<file path="config.mk">
export PLATFORM = sky130hd
export DESIGN_NAME = rob_param
export DESIGN_NICKNAME = d
export VERILOG_FILES = /design/src/rtl/rob_param.sv
export SDC_FILE = /design/constraint.sdc
export NUM_CORES = 2
export LEC_CHECK = 0
export BUFFER_PORTS_ARGS = -buffer_cell sky130_fd_sc_hd__buf_2
export CORE_UTILIZATION = 35
export CTS_CLUSTER_DIAMETER = 80
export DETAILED_ROUTE_END_ITERATION = 8
export HOLD_SLACK_MARGIN = 0.05
export PLACE_DENSITY = 0.6
export RECOVER_POWER = 50
export SKIP_LAST_GASP = 1
export SLEW_MARGIN = 20
export SYNTH_ARGS = -nofsm -noshare
export SYNTH_HDL_FRONTEND = slang
export SYNTH_SLANG_ARGS = --single-unit
</file>
<file path="constraint.sdc">
create_clock -name clk -period 7.6 [get_ports clk]
set_input_delay 0.76 -clock clk [delete_from_list [all_inputs] [get_ports clk]]
set_output_delay 0.76 -clock clk [all_outputs]
set_load 0.005 [all_outputs]
</file>
<file path="src/rtl/rob_param.sv">
// Reorder buffer: in-order allocate, out-of-order writeback, in-order commit,
// precise exceptions and branch flush. Define ROB_PERF_EN to add perf counters.
module rob_param #(
  parameter int DEPTH    = 16,
  parameter int WB_PORTS = 4,
  parameter int DATA_W   = 32,
  localparam int TW      = $clog2(DEPTH)
) (
  input  logic                       clk,
  input  logic                       rst,
  input  logic                       alloc_valid,
  output logic                       alloc_ready,
  output logic [TW-1:0]              alloc_tag,
  input  logic [4:0]                 alloc_dest,
  input  logic                       alloc_reg_write,
  input  logic                       alloc_mem_write,
  input  logic [DATA_W-1:0]          alloc_pc,
  input  logic [WB_PORTS-1:0]        wb_valid,
  input  logic [WB_PORTS*TW-1:0]     wb_tag,
  input  logic [WB_PORTS*DATA_W-1:0] wb_value,
  input  logic [WB_PORTS-1:0]        wb_exc,
  input  logic [WB_PORTS*2-1:0]      wb_cause,
  input  logic                       flush_valid,
  input  logic [TW-1:0]              flush_tag,
  output logic                       commit_valid,
  output logic [4:0]                 commit_dest,
  output logic [DATA_W-1:0]          commit_value,
  output logic                       commit_reg_write,
  output logic                       commit_mem_write,
  output logic                       exc_valid,
  output logic [DATA_W-1:0]          exc_epc,
  output logic [1:0]                 exc_cause,
  output logic [TW:0]                count
`ifdef ROB_PERF_EN
  ,
  output logic [31:0]                perf_commits,
  output logic [31:0]                perf_full_cycles
`endif
);

  localparam logic [TW:0] FULL = (TW+1)'(DEPTH);

  logic [DEPTH-1:0]  r_valid, r_done, r_exc;
  logic [1:0]        r_cause [DEPTH];
  logic [4:0]        r_dest  [DEPTH];
  logic [DEPTH-1:0]  r_rw, r_mw;
  logic [DATA_W-1:0] r_pc    [DEPTH];
  logic [DATA_W-1:0] r_value [DEPTH];

  logic [TW-1:0]     r_head, r_tail;
  logic [TW:0]       r_count;
  logic              r_commit_valid, r_commit_rw, r_commit_mw, r_exc_valid;
  logic [4:0]        r_commit_dest;
  logic [DATA_W-1:0] r_commit_value, r_exc_epc;
  logic [1:0]        r_exc_cause;

  logic              w_alloc_fire, w_head_live, w_commit, w_exc_fire, w_flush;
  logic [TW-1:0]     w_flush_off;
  logic [TW:0]       w_count_nxt;
  logic [TW-1:0]     w_wb_tag [WB_PORTS];
  logic [WB_PORTS-1:0] w_wb_ok;

  assign alloc_ready  = (r_count != FULL) && !flush_valid && rst;
  assign w_alloc_fire = alloc_valid && alloc_ready;
  assign w_head_live  = r_valid[r_head] && r_done[r_head];
  assign w_commit     = w_head_live && !r_exc[r_head];
  assign w_exc_fire   = w_head_live && r_exc[r_head];
  assign w_flush      = flush_valid && r_valid[flush_tag] && !w_exc_fire;
  // Age of the flushing branch relative to head; entries further away are younger.
  assign w_flush_off  = flush_tag - r_head;

  // Writeback qualification: target must be live, not yet done, not allocated now.
  always_comb begin
    w_wb_ok = '0;
    for (int p = 0; p < WB_PORTS; p++) begin
      w_wb_tag[p] = wb_tag[p*TW +: TW];
      w_wb_ok[p]  = wb_valid[p] && r_valid[w_wb_tag[p]] && !r_done[w_wb_tag[p]]
                    && !(w_alloc_fire && (r_tail == w_wb_tag[p]));
    end
  end

  // Next occupancy: exception clears, flush truncates, else alloc/commit delta.
  always_comb begin
    w_count_nxt = r_count;
    if (w_exc_fire) begin
      w_count_nxt = '0;
    end else if (w_flush) begin
      w_count_nxt = {1'b0, w_flush_off} + (TW+1)'(1) - (TW+1)'(w_commit);
    end else begin
      w_count_nxt = r_count + (TW+1)'(w_alloc_fire) - (TW+1)'(w_commit);
    end
  end

  // Entry storage: allocate, retire/flush invalidation, writeback.
  always_ff @(posedge clk) begin
    if (!rst) begin
      r_valid <= '0;
      r_done  <= '0;
      r_exc   <= '0;
    end else if (w_exc_fire) begin
      r_valid <= '0;
    end else begin
      for (int i = 0; i < DEPTH; i++) begin
        if (w_alloc_fire && (r_tail == TW'(i))) begin
          r_valid[i] <= 1'b1;
          r_done[i]  <= 1'b0;
          r_exc[i]   <= 1'b0;
          r_dest[i]  <= alloc_dest;
          r_rw[i]    <= alloc_reg_write;
          r_mw[i]    <= alloc_mem_write;
          r_pc[i]    <= alloc_pc;
        end else if ((w_commit && (r_head == TW'(i)))
                     || (w_flush && ((TW'(i) - r_head) > w_flush_off))) begin
          r_valid[i] <= 1'b0;
        end
      end
      // Descending order so the lowest-numbered port's write lands last and wins.
      for (int p = WB_PORTS - 1; p >= 0; p--) begin
        if (w_wb_ok[p]) begin
          r_done[w_wb_tag[p]]  <= 1'b1;
          r_exc[w_wb_tag[p]]   <= wb_exc[p];
          r_cause[w_wb_tag[p]] <= wb_cause[p*2 +: 2];
          r_value[w_wb_tag[p]] <= wb_value[p*DATA_W +: DATA_W];
        end
      end
    end
  end

  // Pointers, occupancy and registered commit/exception outputs.
  always_ff @(posedge clk) begin
    if (!rst) begin
      r_head         <= '0;
      r_tail         <= '0;
      r_count        <= '0;
      r_commit_valid <= 1'b0;
      r_commit_dest  <= 5'd0;
      r_commit_value <= '0;
      r_commit_rw    <= 1'b0;
      r_commit_mw    <= 1'b0;
      r_exc_valid    <= 1'b0;
      r_exc_epc      <= '0;
      r_exc_cause    <= 2'b00;
    end else begin
      r_count        <= w_count_nxt;
      r_commit_valid <= w_commit;
      r_exc_valid    <= w_exc_fire;
      if (w_commit) begin
        r_commit_dest  <= r_dest[r_head];
        r_commit_value <= r_value[r_head];
        r_commit_rw    <= r_rw[r_head];
        r_commit_mw    <= r_mw[r_head];
      end
      if (w_exc_fire) begin
        r_head      <= '0;
        r_tail      <= '0;
        r_exc_epc   <= r_pc[r_head];
        r_exc_cause <= r_cause[r_head];
      end else begin
        if (w_commit) r_head <= r_head + TW'(1);
        if (w_flush) r_tail <= flush_tag + TW'(1);
        else if (w_alloc_fire) r_tail <= r_tail + TW'(1);
      end
    end
  end

  assign alloc_tag        = r_tail;
  assign count            = r_count;
  assign commit_valid     = r_commit_valid;
  assign commit_dest      = r_commit_dest;
  assign commit_value     = r_commit_value;
  assign commit_reg_write = r_commit_rw;
  assign commit_mem_write = r_commit_mw;
  assign exc_valid        = r_exc_valid;
  assign exc_epc          = r_exc_epc;
  assign exc_cause        = r_exc_cause;

`ifdef ROB_PERF_EN
  logic [31:0] r_perf_commits, r_perf_full;

  // Free-running retire and full-stall counters.
  always_ff @(posedge clk) begin
    if (!rst) begin
      r_perf_commits <= 32'd0;
      r_perf_full    <= 32'd0;
    end else begin
      r_perf_commits <= r_perf_commits + 32'(w_commit);
      if ((r_count == FULL) && alloc_valid) r_perf_full <= r_perf_full + 32'd1;
    end
  end

  assign perf_commits     = r_perf_commits;
  assign perf_full_cycles = r_perf_full;
`endif

endmodule

</file>
==> metrics.yaml <==
cts:
  post_cts.repair.setup_buffers: 0
  ctsHtreeMaxLevel: 4
  cts_bufs_inserted: 148
  cts_sinks: 1304
  clock_tree.root_cell: "sky130_fd_sc_hd__clkbuf_16"
  cts_tree: "done"
  worstSkewPairLatency_ps: 820
  postCtsHoldBufs: 0
  cts_max_path_buffers: 3
  post_cts_resized: 0
  clk_pin_slew_ps: 60
setup_path:
  startpoint: "r_head[2]"
  timing.critical_path.cells: "clkbuf_1 > clkinv_4 > a311oi_1 > a32o_1 > o31ai_1 > buf_4 > nor2_1 > buf_4"
  worst_r2r_startpoint: "r_head[2]"
  slowest_delay_ps: 1900
  cp-end-kind: "flip-flop"
  ff2ff_setup_slack_ps: 1040
  worst_setup_path_endpoint: "r_value[3][19]"
  crit_type: "reg -> reg"
  worst_r2r_endpoint: "r_value[3][19]"
  path_common_cell: "sky130_fd_sc_hd__buf_4"
  worst-endpoint-required_ps: 8040
  worst-path-max-fanout: 40
  critical_path.n_buffers_inverters: 4
  worst_path_dominant_cell_family: "buffers and inverters"
  worst-r2r-cell-count: 8
  worst-path-stages: 8
  cp_startpoint_kind: "flip-flop"
  worst-endpoint-arrival_ps: 7000
  cell_at_the_slowest_stage_of_the_critical_path: "sky130_fd_sc_hd__nor2_1"
cells_and_area:
  utilization: 0.395
  layoutNonFillerInstCount: 8464
  mostFrequentLayoutCells: "1168 x sky130_fd_sc_hd__edfxtp_1, 628 x sky130_fd_sc_hd__nand2_1, 463 x sky130_fd_sc_hd__o22ai_1"
  final_net_count: 5938
  mostFrequentLayoutCell: "sky130_fd_sc_hd__edfxtp_1"
  area_growth_syn_to_fin_pct: 12.0
  share_of_post_route_cells_with_drive_strength_above_1: 0.201
sta:
  grt_setup_unrepaired: "false"
  timing_hold_violations_final: 0
  setup_viol_count_final: 0
  tightestPinTransition_ps: 4030
  finalSetupTns_ps: 0
  post-route-min-period_ps: 6560
  timing_max_transition_violations_final: 346
  fin_worst_skew_ps: 32.7
  timing.final.crit_share: 0.864
  max_freq_mhz: 152
  max_slew_margin: -1.68
global_route:
  grt_antenna_before_repair: 43
  global_route.overflow_total: 0
  first_pass_grt_wire_length_um: 386000
  first_global_vias: 53100
  grt_max_degree: 143
  grt.total_usage: 0.265
route:
  dr.pass1.iters: 9
  post_drt_via_cell_ratio: 6.45
  routed_wirelength_um: 273000
  vias_after_detailed_routing: 54600
  post_drt_wl_per_cell_um: 32.2
  ant_nets: 0
  drt-initial-drc-count: 7695
  route.detailed.drc: 6
place:
  dp_cells: 8161
  port-buffer-count: 291
  placer_congestion_estimate: 0.944
  detailedPlacementHpwl_um: 156000
logic_synthesis:
  synth-main-ff-cell: "sky130_fd_sc_hd__edfxtp_1"
  top_cell_type_by_total_area_after_synthesis: "sky130_fd_sc_hd__edfxtp_1"
  async_flop_share: 0
  syn-cell-area_sq_um: 69600
  yosysSeqAreaShare: 0.543
  synthDominantCellAreaShare: 0.504
  postSynthAreaPerCell_sq_um: 12.0
  synth_warn: 0
  mappedNetlistNets: 6064
  synth-edff-count: 1168
  syn-instance-count: 5798
  number_of_library_cell_types_mapped_by_synthesis: 90
  synth.area.top_cells: "sky130_fd_sc_hd__edfxtp_1 50%, sky130_fd_sc_hd__mux4_2 12%, sky130_fd_sc_hd__o22ai_1 4.2%, sky130_fd_sc_hd__dfxtp_1 3.9%, sky130_fd_sc_hd__nand2_1 3.4%"
  postSynthRegisterBits: 1304
floorplan:
  die_w_um: 448
  total_die_area_sq_um: 201000
  start_util: 0.353
  core_ar_sq_um: 197000
  placementRows: 163
  die-height_um: 448
  io_pins: 292
power_and_ir_drop:
  total_power_mw: 16.0
  clkPwrFrac: 0.457
  comb_power_share: 0.053
  cellPowerDensity_nw_per_um2: 205
  power.net_switching_mw: 3.77
  peakVddDrop_v: 0.000207
  power.sequential.fraction: 0.491
  power.static_leakage_nw: 23.5
  internal_power_consumption_mw: 12.2
  net_sw_frac: 0.236
hold_path:
  min_path_type: "in -> reg"
status:
  run_status: "complete, but fails checks"
  violations_in_the_final_reports: "design-rule violations, max-capacitance violations, max-slew violations"
run:
  drv_cap: 15
[state kept, by name, summed over array words and instances, names as in the netlist]
register and cells:
exc_valid 1, count 5, r_rw 16, r_mw 16
exc_cause 2, commit_mem_write 1, commit_dest 5, alloc_tag 4
commit_reg_write 1, commit_value 32, exc_epc 32, r_head 4
r_done 16, r_dest 80, r_valid 16, r_cause 32
commit_valid 1, r_exc 16, r_value 512, r_pc 512
[synthesized netlist by cell type (103+ instances only)]
master                     instances
sky130_fd_sc_hd__edfxtp_1       1168
sky130_fd_sc_hd__nand2_1         633
sky130_fd_sc_hd__clkbuf_1        501
sky130_fd_sc_hd__o22ai_1         463
sky130_fd_sc_hd__mux4_2          386
sky130_fd_sc_hd__nor2_1          369
sky130_fd_sc_hd__o21ai_0         274
sky130_fd_sc_hd__a21oi_1         259
sky130_fd_sc_hd__o31ai_1         176
sky130_fd_sc_hd__buf_2           144
sky130_fd_sc_hd__dfxtp_1         136
sky130_fd_sc_hd__mux2_2          114
sky130_fd_sc_hd__a22o_1          103
sky130_fd_sc_hd__a22oi_1         103
[stage by stage]
step	worst slack, ps	hold slack (ps)	cell area (sq um)
2_1_floorplan	1200	453	69600
3_3_place_gp	2140	440	73200
3_5_place_dp	2380	443	73300
4_1_cts	2380	281	78200
5_1_grt	1060	408	78000
6_report	1040	384	78000
[layout make-up]
cell class	instances	area, sq um
clock inverters	72	852
repair buffers	435	2490
multi-input cells	3728	29200
clock buffers	198	4060
well taps	2640	3300
diodes	32	80.1
fillers	18700	119000
inverters	55	214
flip-flops and latches	1304	37800
[worst register-to-register path, delay by kind of cell (launching register included)]
kind            cells  cell delay, ps
flops               1             490
compound gates      3            1170
buf+inv             4            2580
simple gates        1            1930
[kinds of logic after synthesis]
logic type                 synth area share
AOI/OAI and AO/OA                     0.159
muxes                                 0.146
DFF                                   0.543
xor gates and xnor gates            0.00516
buffers and inverters                0.0450
and+or+nand+nor                      0.0918
adders and majority gates            0.0109
[how the worst min path moves through the flow]
stage                               from             end  slack (ps)  cells after the start
after floorplan           commit_dest[0]  commit_dest[0]         450                      2
after global placement       exc_epc[14]     exc_epc[14]         440                      2
after detailed placement     exc_epc[23]     exc_epc[23]         440                      2
after CTS                  alloc_dest[0]    r_dest[8][0]         280                      1
after global routing        flush_tag[3]    alloc_tag[3]         410                      4
final                       flush_tag[3]    alloc_tag[3]         380                      4
[routing by layer]
metal / GRT usage / part of all wire / vias up
met3: 0.0635 / 0.11 / 1070
met5: 0 / 0.00056 / -
li1: - / - / 22400
met2: 0.421 / 0.46 / 4158
met1: 0.323 / 0.36 / 27000
met4: 0.170 / 0.070 / 24
[power by group through the flow]
stage               Sequential, mW  Combinational [mW]  Clock (mW)
finish                        7.84               0.843        7.30
detailed placement            7.99               0.825           0
CTS                           7.84               0.826        7.36
global route                  7.84               0.899        7.65
floorplan                     7.99               0.526           0
global placement              7.99               0.805           0
Power figures use the tool's default switching activity.
